### src/rtl/reset_seq_pkg.sv
// Shared types and constant helpers for the boot/reset sequencer.
// The timeout math is done here so every instance sizes its timer the same way.
package reset_seq_pkg;

  typedef enum logic [1:0] {
    ST_POR      = 2'd0,
    ST_WAIT_SRC = 2'd1,
    ST_HOLD     = 2'd2,
    ST_RUN      = 2'd3
  } seq_state_t;

  // Last timer value before a timeout-enabled source is bypassed.
  function automatic int calc_tmax(input int clk_hz, input int timeout_ms);
    return clk_hz / 1000 * timeout_ms - 1;
  endfunction

  function automatic int calc_timer_w(input int clk_hz, input int timeout_ms);
    int tmax;
    tmax = calc_tmax(clk_hz, timeout_ms);
    return (tmax < 1) ? 1 : $clog2(tmax + 1);
  endfunction

endpackage

### src/rtl/reset_debounce.sv
// Two-flop synchroniser plus stability counter for the raw user reset button.
// dout follows the synchronised input only after it has differed for CYCLES consecutive cycles.
module reset_debounce #(
  parameter int CYCLES = 320000
) (
  input  logic clk,
  input  logic reset_n,
  input  logic din,
  output logic dout,
  output logic rise
);

  localparam int CW = $clog2(CYCLES + 1);

  logic [1:0]    r_sync;
  logic          r_level;
  logic          r_rise;
  logic [CW-1:0] r_cnt;
  logic          w_differ;
  logic          w_accept;

  assign w_differ = r_sync[1] ^ r_level;
  assign w_accept = w_differ && (r_cnt == CW'(CYCLES - 1));

  always_ff @(posedge clk or negedge reset_n) begin
    if (!reset_n) begin
      r_sync  <= '0;
      r_level <= 1'b0;
      r_rise  <= 1'b0;
      r_cnt   <= '0;
    end else begin
      r_sync <= {r_sync[0], din};
      // Rise pulses in the same cycle the accepted level first reads high.
      r_rise <= w_accept & r_sync[1];
      if (!w_differ) begin
        r_cnt <= '0;
      end else if (w_accept) begin
        r_cnt   <= '0;
        r_level <= r_sync[1];
      end else begin
        r_cnt <= r_cnt + 1'b1;
      end
    end
  end

  assign dout = r_level;
  assign rise = r_rise;

endmodule

### src/rtl/reset_sequencer.sv
// Boot/reset sequencer: waits for readiness sources (or their timeouts), holds reset,
// and handles user/OSD warm resets and cold-boot RAM scrambling.
module reset_sequencer
  import reset_seq_pkg::*;
#(
  parameter int NUM_SRC         = 4,
  parameter int CLK_HZ          = 32000000,
  parameter int TIMEOUT_MS      = 2000,
  parameter int HOLD_CYCLES     = 16,
  parameter int DEBOUNCE_CYCLES = 320000,
  parameter int SCRAMBLE_W      = 2
) (
  input  logic                  clk,
  input  logic                  reset_n,
  input  logic [NUM_SRC-1:0]    src_ready,
  input  logic [NUM_SRC-1:0]    src_timeout_en,
  input  logic                  btn_reset,
  input  logic                  osd_reset,
  input  logic                  osd_coldboot,
  output logic                  porb,
  output logic                  resb,
  output logic                  all_ready,
  output logic [NUM_SRC-1:0]    timed_out,
  output logic [SCRAMBLE_W-1:0] ram_scramble,
  output logic [1:0]            state
);

  localparam int TMAX = calc_tmax(CLK_HZ, TIMEOUT_MS);
  localparam int TW   = calc_timer_w(CLK_HZ, TIMEOUT_MS);
  localparam int HW   = $clog2(HOLD_CYCLES + 1);

  seq_state_t            r_state;
  seq_state_t            w_state_nxt;
  logic [HW-1:0]         r_hold_cnt;
  logic [HW-1:0]         w_hold_nxt;
  logic [TW-1:0]         r_timer;
  logic [NUM_SRC-1:0]    r_done;
  logic [NUM_SRC-1:0]    r_timed_out;
  logic                  r_all_ready;
  logic                  r_porb;
  logic [SCRAMBLE_W-1:0] r_scramble;
  logic                  r_cold_d;

  logic                  w_btn_level;
  logic                  w_btn_rise;
  logic                  w_cold_rise;
  logic                  w_req_level;
  logic                  w_hold_last;
  logic                  w_timer_max;
  logic                  w_done_all;
  logic [NUM_SRC-1:0]    w_done_set;

  reset_debounce #(
    .CYCLES (DEBOUNCE_CYCLES)
  ) u_btn_debounce (
    .clk     (clk),
    .reset_n (reset_n),
    .din     (btn_reset),
    .dout    (w_btn_level),
    .rise    (w_btn_rise)
  );

  assign w_cold_rise = osd_coldboot & ~r_cold_d;
  assign w_req_level = w_btn_level | osd_reset;
  assign w_hold_last = (r_hold_cnt == HW'(HOLD_CYCLES - 1));
  assign w_timer_max = (r_timer == TW'(TMAX));
  assign w_done_all  = &r_done;
  // Ready has priority over timeout when both hit in the same cycle.
  assign w_done_set  = src_ready | (src_timeout_en & {NUM_SRC{w_timer_max}});

  always_comb begin
    w_state_nxt = r_state;
    w_hold_nxt  = r_hold_cnt;
    case (r_state)
      ST_POR: begin
        if (w_hold_last) begin
          w_state_nxt = ST_WAIT_SRC;
          w_hold_nxt  = '0;
        end else begin
          w_hold_nxt = r_hold_cnt + 1'b1;
        end
      end
      ST_WAIT_SRC: begin
        if (w_done_all) begin
          w_state_nxt = ST_HOLD;
          w_hold_nxt  = '0;
        end
      end
      ST_HOLD: begin
        if (w_req_level) begin
          w_hold_nxt = '0;
        end else if (w_hold_last) begin
          w_state_nxt = ST_RUN;
          w_hold_nxt  = '0;
        end else begin
          w_hold_nxt = r_hold_cnt + 1'b1;
        end
      end
      ST_RUN: begin
        if (w_btn_rise || osd_reset || w_cold_rise) begin
          w_state_nxt = ST_HOLD;
          w_hold_nxt  = '0;
        end
      end
      default: begin
        w_state_nxt = ST_POR;
        w_hold_nxt  = '0;
      end
    endcase
  end

  always_ff @(posedge clk or negedge reset_n) begin
    if (!reset_n) begin
      r_state     <= ST_POR;
      r_hold_cnt  <= '0;
      r_timer     <= '0;
      r_done      <= '0;
      r_timed_out <= '0;
      r_all_ready <= 1'b0;
      r_porb      <= 1'b0;
      r_scramble  <= '0;
      r_cold_d    <= 1'b0;
    end else begin
      r_state    <= w_state_nxt;
      r_hold_cnt <= w_hold_nxt;
      r_cold_d   <= osd_coldboot;
      if (r_state == ST_POR && w_hold_last) begin
        r_porb <= 1'b1;
      end
      if (r_state == ST_POR) begin
        r_timer <= '0;
      end else if (r_state == ST_WAIT_SRC && !w_timer_max) begin
        r_timer <= r_timer + 1'b1;
      end
      // Done/timed_out only evolve while waiting; afterwards source drops are ignored.
      if (r_state == ST_WAIT_SRC) begin
        r_done      <= r_done | w_done_set;
        r_timed_out <= r_timed_out | (w_done_set & ~r_done & ~src_ready);
        r_all_ready <= w_done_all;
      end
      if (w_cold_rise && r_state != ST_POR) begin
        r_scramble <= r_scramble + 1'b1;
      end
    end
  end

  assign porb         = r_porb;
  assign resb         = (r_state == ST_RUN);
  assign all_ready    = r_all_ready;
  assign timed_out    = r_timed_out;
  assign ram_scramble = r_scramble;
  assign state        = r_state;

endmodule

### config.mk
export PLATFORM = sky130hd
export DESIGN_NAME = reset_sequencer
export DESIGN_NICKNAME = d
export VERILOG_FILES = /design/src/rtl/reset_seq_pkg.sv /design/src/rtl/reset_debounce.sv /design/src/rtl/reset_sequencer.sv
export SDC_FILE = /design/constraint.sdc
export NUM_CORES = 1
export LEC_CHECK = 0
export CORE_MARGIN = 5
export CORE_UTILIZATION = 63
export CTS_CLUSTER_DIAMETER = 60
export DETAILED_ROUTE_END_ITERATION = 12
export PLACE_DENSITY = 0.86
export SLEW_MARGIN = 20
export SYNTH_ARGS = -nofsm -noshare
export SYNTH_HDL_FRONTEND = slang
export SYNTH_SLANG_ARGS = --single-unit
### constraint.sdc
create_clock -name clk -period 4 [get_ports clk]
set_input_delay 1 -clock clk [delete_from_list [all_inputs] [get_ports clk]]
set_output_delay 1 -clock clk [all_outputs]
set_load 0.005 [all_outputs]
==> impl_metrics.yaml, run 1 <==
sta:
  fmax_mhz: 374
  clock_skew_ns: 0.0109
  worst-slew-pin-transition_ns: 0.934
  rsz0062_at_grt: "false"
  maxSlewHeadroom_pct: 37.7
  final_max_slew_viol_count: 0
  finalCritPeriodShare_pct: 66.9
  fin_crit_ns: 2.68
  whs_ns: 0.374
  hold_viol: 0
  finalSetupTns_ns: 0
  setup_viol: 0
run_status:
  status: "completed"
clocking:
  cts_tree: "done"
  ctsHoldBuffers: 0
  htreeDepth: 3
  cts-buffers-inserted: 9
  clk_pin_slew_ns: 0.08
  cts_root_buf: "clkbuf_8"
  insertion_delay_ns: 0.35
  clock-sinks: 69
  cts_setup_buffers: 0
  post_cts_resized: 0
  cts_buffer_depth: 2
yosys:
  synth.distinct_cells: 62
  synth-edff-count: 0
  syn_inst: 324
  synth_top_area_share_pct: 50.4
  synth_top_flop_cell: "dfrtp_1"
  avgSynthCellArea_um2: 10.6
  yosys_warnings: 0
  ys_ff_latch: 69
  mappedNetlistArea_um2: 3430
  yosysTopAreaCell: "dfrtp_1"
  syn-num-nets: 340
  async_flop_share_pct: 100
  seq_area_frac_synth_pct: 50.4
  yosys-top-cells-area: "dfrtp_1, nor2_1, nand3_1, xor2_1, nand2_1"
route:
  vias: 2590
  vias_per_cell: 6.05
  routed_wirelength_um: 6810
  wl_per_cell_um: 15.9
  route.met3.wl_um: 300
  drt_iter0_markers: 164
  wl_met2_um: 3220
  top_layer: "met4"
  wirelength_met1_um: 3180
  drc_errors: 0
  drtAntennaViolNets: 0
  dr.pass1.iters: 4
setup_path:
  cp_data_required_time_ns: 3.00
  end_kind: "primary output"
  r2r-start: "u_btn_debounce.r_cnt[0]"
  cp-start-kind: "flip-flop"
  path_max_fanout: 17
  worstRegToRegCells: 6
  reg2reg_slack_ns: 1.84
  crit_type: "flip-flop to primary output"
  r2r-end: "u_btn_debounce.r_cnt[13]"
  arrival_ns: 1.68
  setup.worst_path.start: "state[1]"
floorplan:
  dieArea_um2: 7010
  die_w_um: 83.7
  die_height_um: 83.7
  start_util_pct: 65.8
  core-area_um2: 5200
  rows: 26
  pin_count: 24
cells_and_area:
  multi_input_area_um2: 1620
  design_area_um2: 3960
  diodes: 0
  mostFrequentLayoutCells: "dfrtp_1, nor2_1, nand2_1"
  register_area_um2: 1730
  drive_above_1_share_pct: 10.6
  final_util_pct: 76.1
  syn2layout_area_growth_pct: 15.7
  fillers: 344
  nets: 369
  final_common_cell: "dfrtp_1"
worst_hold_path:
  hp-class: "flip-flop to flip-flop"
  hold_path_depth: 0
  hp-start: "u_btn_debounce.r_sync[0]"
  hold_end: "u_btn_debounce.r_sync[1]"
power_and_ir_drop:
  power_frac_comb_pct: 9.6
  power_mw: 1.62
  net-switching-power_uw: 395
  clockPowerShare_pct: 42.7
  p_int_mw: 1.23
  p_sw_share_pct: 24.3
  power.density_nw_per_um2: 410
  power.leakage_nw: 1.69
  irDropWorstVdd_mv: 0.354
  power_frac_seq_pct: 47.7
grt:
  grt_pass1_vias: 2551
  grt_max_degree: 44
  grt_pass1_wl_um: 11900
  antenna_found_initial: 0
  grt.total_usage_pct: 20.8
  grt_overflow: 0
placement:
  port_buffers: 23
  gp_congestion: 0.793
  post_dp_cell_area_um2: 3720
  hpwl_um: 4650
run:
  maxCapViolCount: 0
==> synthesized netlist by cell type, types with 2 or more instances <==
master and count:
nand2b_1 3, nor3b_1 2, a31o_1 4, nor4_4 2
or4_1 5, ha_1 3, o211ai_1 6, a21oi_1 5
o31ai_4 2, or2_2 2, xor2_1 13, dfrtp_1 69
nor4_2 2, nand2_1 29, o31ai_1 7, and2_1 2
a31oi_1 3, nor3_1 2, and4_1 4, inv_1 10
o41ai_1 4, o21ai_1 2, nor2_1 36, and3_1 9
nand4b_1 2, o311ai_1 5, clkbuf_1 4, nand4_1 5
buf_2 2, mux2i_1 3, o21ai_0 5, xnor2_1 12
nor4_1 4, nor2b_1 3, a221o_1 4, nand3_1 23
==> worst max path at each step <==
stage	depth (start not counted)	to	slack, ns
6_report	2	resb	1.32
3_5_place_dp	6	r_hold_cnt[2]	1.44
3_3_place_gp	6	r_hold_cnt[2]	1.50
2_1_floorplan	5	r_hold_cnt[2]	2.10
5_1_grt	2	resb	1.21
4_1_cts	2	resb	1.31
==> state kept, by name (all words and copies together) (netlist names) <==
signal                 count
r_hold_cnt                 5
ram_scramble               2
u_btn_debounce.r_sync      2
porb                       1
r_cold_d                   1
state                      2
u_btn_debounce.rise        1
r_done                     4
u_btn_debounce.dout        1
timed_out                  4
r_timer                   26
all_ready                  1
u_btn_debounce.r_cnt      19
==> layout make-up <==
class,count,area share [%]
flip-flops and latches,69,43.6
multi-input cells,237,40.9
repair buffers,25,6.06
clock buffers,9,3.13
clock inverters,7,3.06
well taps,70,2.21
inverters,11,1.04
==> metrics by stage <==
stage | cells | worst slack [ns]
after CTS | 428 | 1.31
after global routing | 428 | 1.21
after detailed placement | 412 | 1.44
final | 428 | 1.32
after floorplan | 324 | 2.10
after global placement | 412 | 1.50
==> routing by layer <==
| metal | global-route usage (%) | vias up |
|---|---|---|
| met2 | 31.6 | 59 |
| met3 | 4.74 | 11 |
| li1 | - | 1250 |
| met5 | 0 | - |
| met1 | 28.9 | 1270 |
| met4 | 8.33 | 0 |
==> critical path: stages (launching register included) <==
cell and delay, ns:
dfrtp_1 0.64, and2_1 0.20, clkdlybuf4s50_1 0.49
==> cell families (layout without fill, tap and decap cells) <==
| family | after synthesis | after routing | share of synthesized area [%] |
|---|---|---|---|
| AND/OR/NAND/NOR | 148 | 148 | 25.3 |
| flip-flops | 69 | 69 | 50.4 |
| AO/OA/AOI/OAI | 57 | 57 | 13.3 |
| XOR/XNOR | 25 | 25 | 6.39 |
| buffers and inverters | 18 | 52 | 2.26 |
| multiplexers | 4 | 4 | 1.21 |
| adder cells (fa/ha/maj) | 3 | 3 | 1.10 |
==> power by group through the flow <==
stage               Combinational [mW]  Sequential, mW  Clock, mW
floorplan                       0.0767           0.776          0
global placement                 0.150           0.785          0
detailed placement               0.156           0.786          0
CTS                              0.158           0.773      0.701
global route                     0.174           0.780      0.734
finish                           0.156           0.775      0.694
No activity file was read; power rests on OpenSTA's default activity.
==> run 2, diff against run 1 <==
- CORE_UTILIZATION: 63 -> 53
- PLACE_DENSITY: 0.86 -> 0.77
- clock period: 4 -> 2.3 ns (I/O delays scaled with it)
==> run 2 against run 1 <==
Clock power up 66%. Critical path depth up 1. Final cell count up 3.3%. First-iteration DRC count up 8.5%. Worst hold slack worse by 0.17 ns. Largest cell class unchanged.
==> impl_metrics.yaml, run 2 (synthesis results as in run 1) <==
grt:
  grt_max_degree: 34
  grt.total_usage_pct: 17.5
  grt_pass1_vias: 2460
  use_met3_pct: 4.50
  grt_overflow: 0
  grt_use_met2_pct: 26.2
  grt.busiest_layer: "met2"
  use_met1_pct: 24.2
  antenna_found_initial: 0
  grt_pass1_wl_um: 11800
clocking:
  clock-sinks: 69
  cts_setup_buffers: 0
  ctsHoldBuffers: 0
  cts_buffer_depth: 2
  cts_root_buf: "clkbuf_8"
  cts_tree: "done"
  insertion_delay_ns: 0.34
  clk_pin_slew_ns: 0.08
  cts-buffers-inserted: 9
  htreeDepth: 3
  post_cts_resized: 0
placement:
  port_buffers: 23
  hpwl_um: 4810
  gp_congestion: 0.789
  place_inst: 427
setup_path:
  slowest_delay_ns: 0.49
  cp_data_required_time_ns: 1.73
  crit_type: "flip-flop to primary output"
  end_kind: "primary output"
  critPathBufInv: 2
  setup.worst_path.start: "state[1]"
  path_cells: "buf_4 > and2_1 > clkdlybuf4s50_1"
  r2r-start: "state[1]"
  path_max_fanout: 9
  cp-start-kind: "flip-flop"
  crit_family: "buffers and inverters"
  critical-path-slowest-cell: "clkdlybuf4s50_1"
  arrival_ns: 1.64
route:
  wl_per_cell_um: 15.2
  drc_errors: 0
  drt_iter0_markers: 178
  routed_wirelength_um: 6730
  drtAntennaViolNets: 0
  vias: 2592
  dr.pass1.iters: 4
  vias_per_cell: 5.86
floorplan:
  pin_count: 24
  die_height_um: 90.4
  start_util_pct: 54.3
  die_w_um: 90.4
  rows: 29
  dieArea_um2: 8170
  core-area_um2: 6310
power_and_ir_drop:
  power.density_nw_per_um2: 689
  irDropWorstVdd_mv: 0.555
  power.leakage_nw: 1.72
cells_and_area:
  mostFrequentLayoutCells: "dfrtp_1, nor2_1, nand2_1"
  nets: 377
  diodes: 0
  regMostFlops: "r_timer"
  final_common_cell: "dfrtp_1"
  syn2layout_area_growth_pct: 17.5
  drive_above_1_share_pct: 12.1
  fillers: 525
  final_cells: 442
  largest_reg_flops: 26
  largestRegisters: "r_timer: 26 flops, u_btn_debounce.r_cnt: 19 flops, r_hold_cnt: 5 flops"
sta:
  finalSetupTns_ns: 0
  maxSlewHeadroom_pct: 56.1
  finalCritPeriodShare_pct: 96.4
  setup_viol: 0
  clock_skew_ns: 0.0115
  fin_crit_ns: 2.22
  hold_viol: 0
  worst-slew-pin-transition_ns: 0.654
  final_max_slew_viol_count: 0
  fmax_mhz: 451
  rsz0062_at_grt: "false"
worst_hold_path:
  hp-class: "input pin to asynchronous set/reset pin"
run:
  maxCapViolCount: 0
run_status:
  status: "completed"
==> run 2: cell types whose count changed in the layout (fill, tap and decap cells not counted) <==
cell      before  now
inv_6          1    0
buf_12         0    1
clkbuf_1       0    1
clkinv_2       1    2
clkinv_4       2    0
buf_4          2    9
==> run 2: cell type report <==
class                           count  area, µm²  share of cell area [%]
Timing Repair Buffer               33        313                    7.77
Multi-Input combinational cell    237       1620                    40.3
Clock buffer                       10        128                    3.17
Inverter                           11       41.3                    1.03
Tap cell                           77       96.3                    2.39
Clock inverter                      5        100                    2.49
Sequential cell                    69       1730                    42.9
==> run 2: stage by stage <==
step / area (µm²) / util (%) / power, mW / worst slack, ns / hold WS, ns
2_1_floorplan: 3430 / - / 1.48 / 0.553 / 0.279
3_3_place_gp: 3800 / 60.2 / 1.64 / 0.395 / 0.336
3_5_place_dp: 3800 / 60.2 / 1.65 / 0.323 / 0.344
4_1_cts: 4030 / 63.8 / 2.79 / 0.0779 / 0.221
5_1_grt: 4030 / 63.8 / 2.89 / 0.00119 / 0.244
6_report: 4030 / 63.8 / 2.77 / 0.0823 / 0.206
==> run 2: metal layers <==
layer,up-vias,wire length (µm)
met5,-,0
met4,0,124
met3,11,297
met2,45,3140
met1,1275,3170
li1,1261,-
==> run 2: worst register-to-register path: stages, from the launching register on <==
cell and delay, ns:
dfrtp_1 0.46, and2b_1 0.40, nand3_1 0.36, or4_1 0.58, a21oi_1 0.15
==> run 2: final timing paths <==
kind                                                 end  slack, ns  depth (start not counted)
worst max register to register               r_timer[14]       0.28                          4
worst min-delay path            u_btn_debounce.r_cnt[10]       0.21                          1
max in group asynchronous                    r_timer[18]       1.48                          2
min in group clk                u_btn_debounce.r_sync[1]       0.36                          0
worst max-delay path                                resb       0.08                          3
worst min register to register  u_btn_debounce.r_sync[1]       0.36                          0
==> run 2: report_power, final <==
part           internal [mW]  total, mW  switching [mW]
Clock                  0.711       1.15           0.438
Combinational          0.147      0.285           0.138
Sequential              1.28       1.34          0.0605
Total                   2.14       2.77           0.636
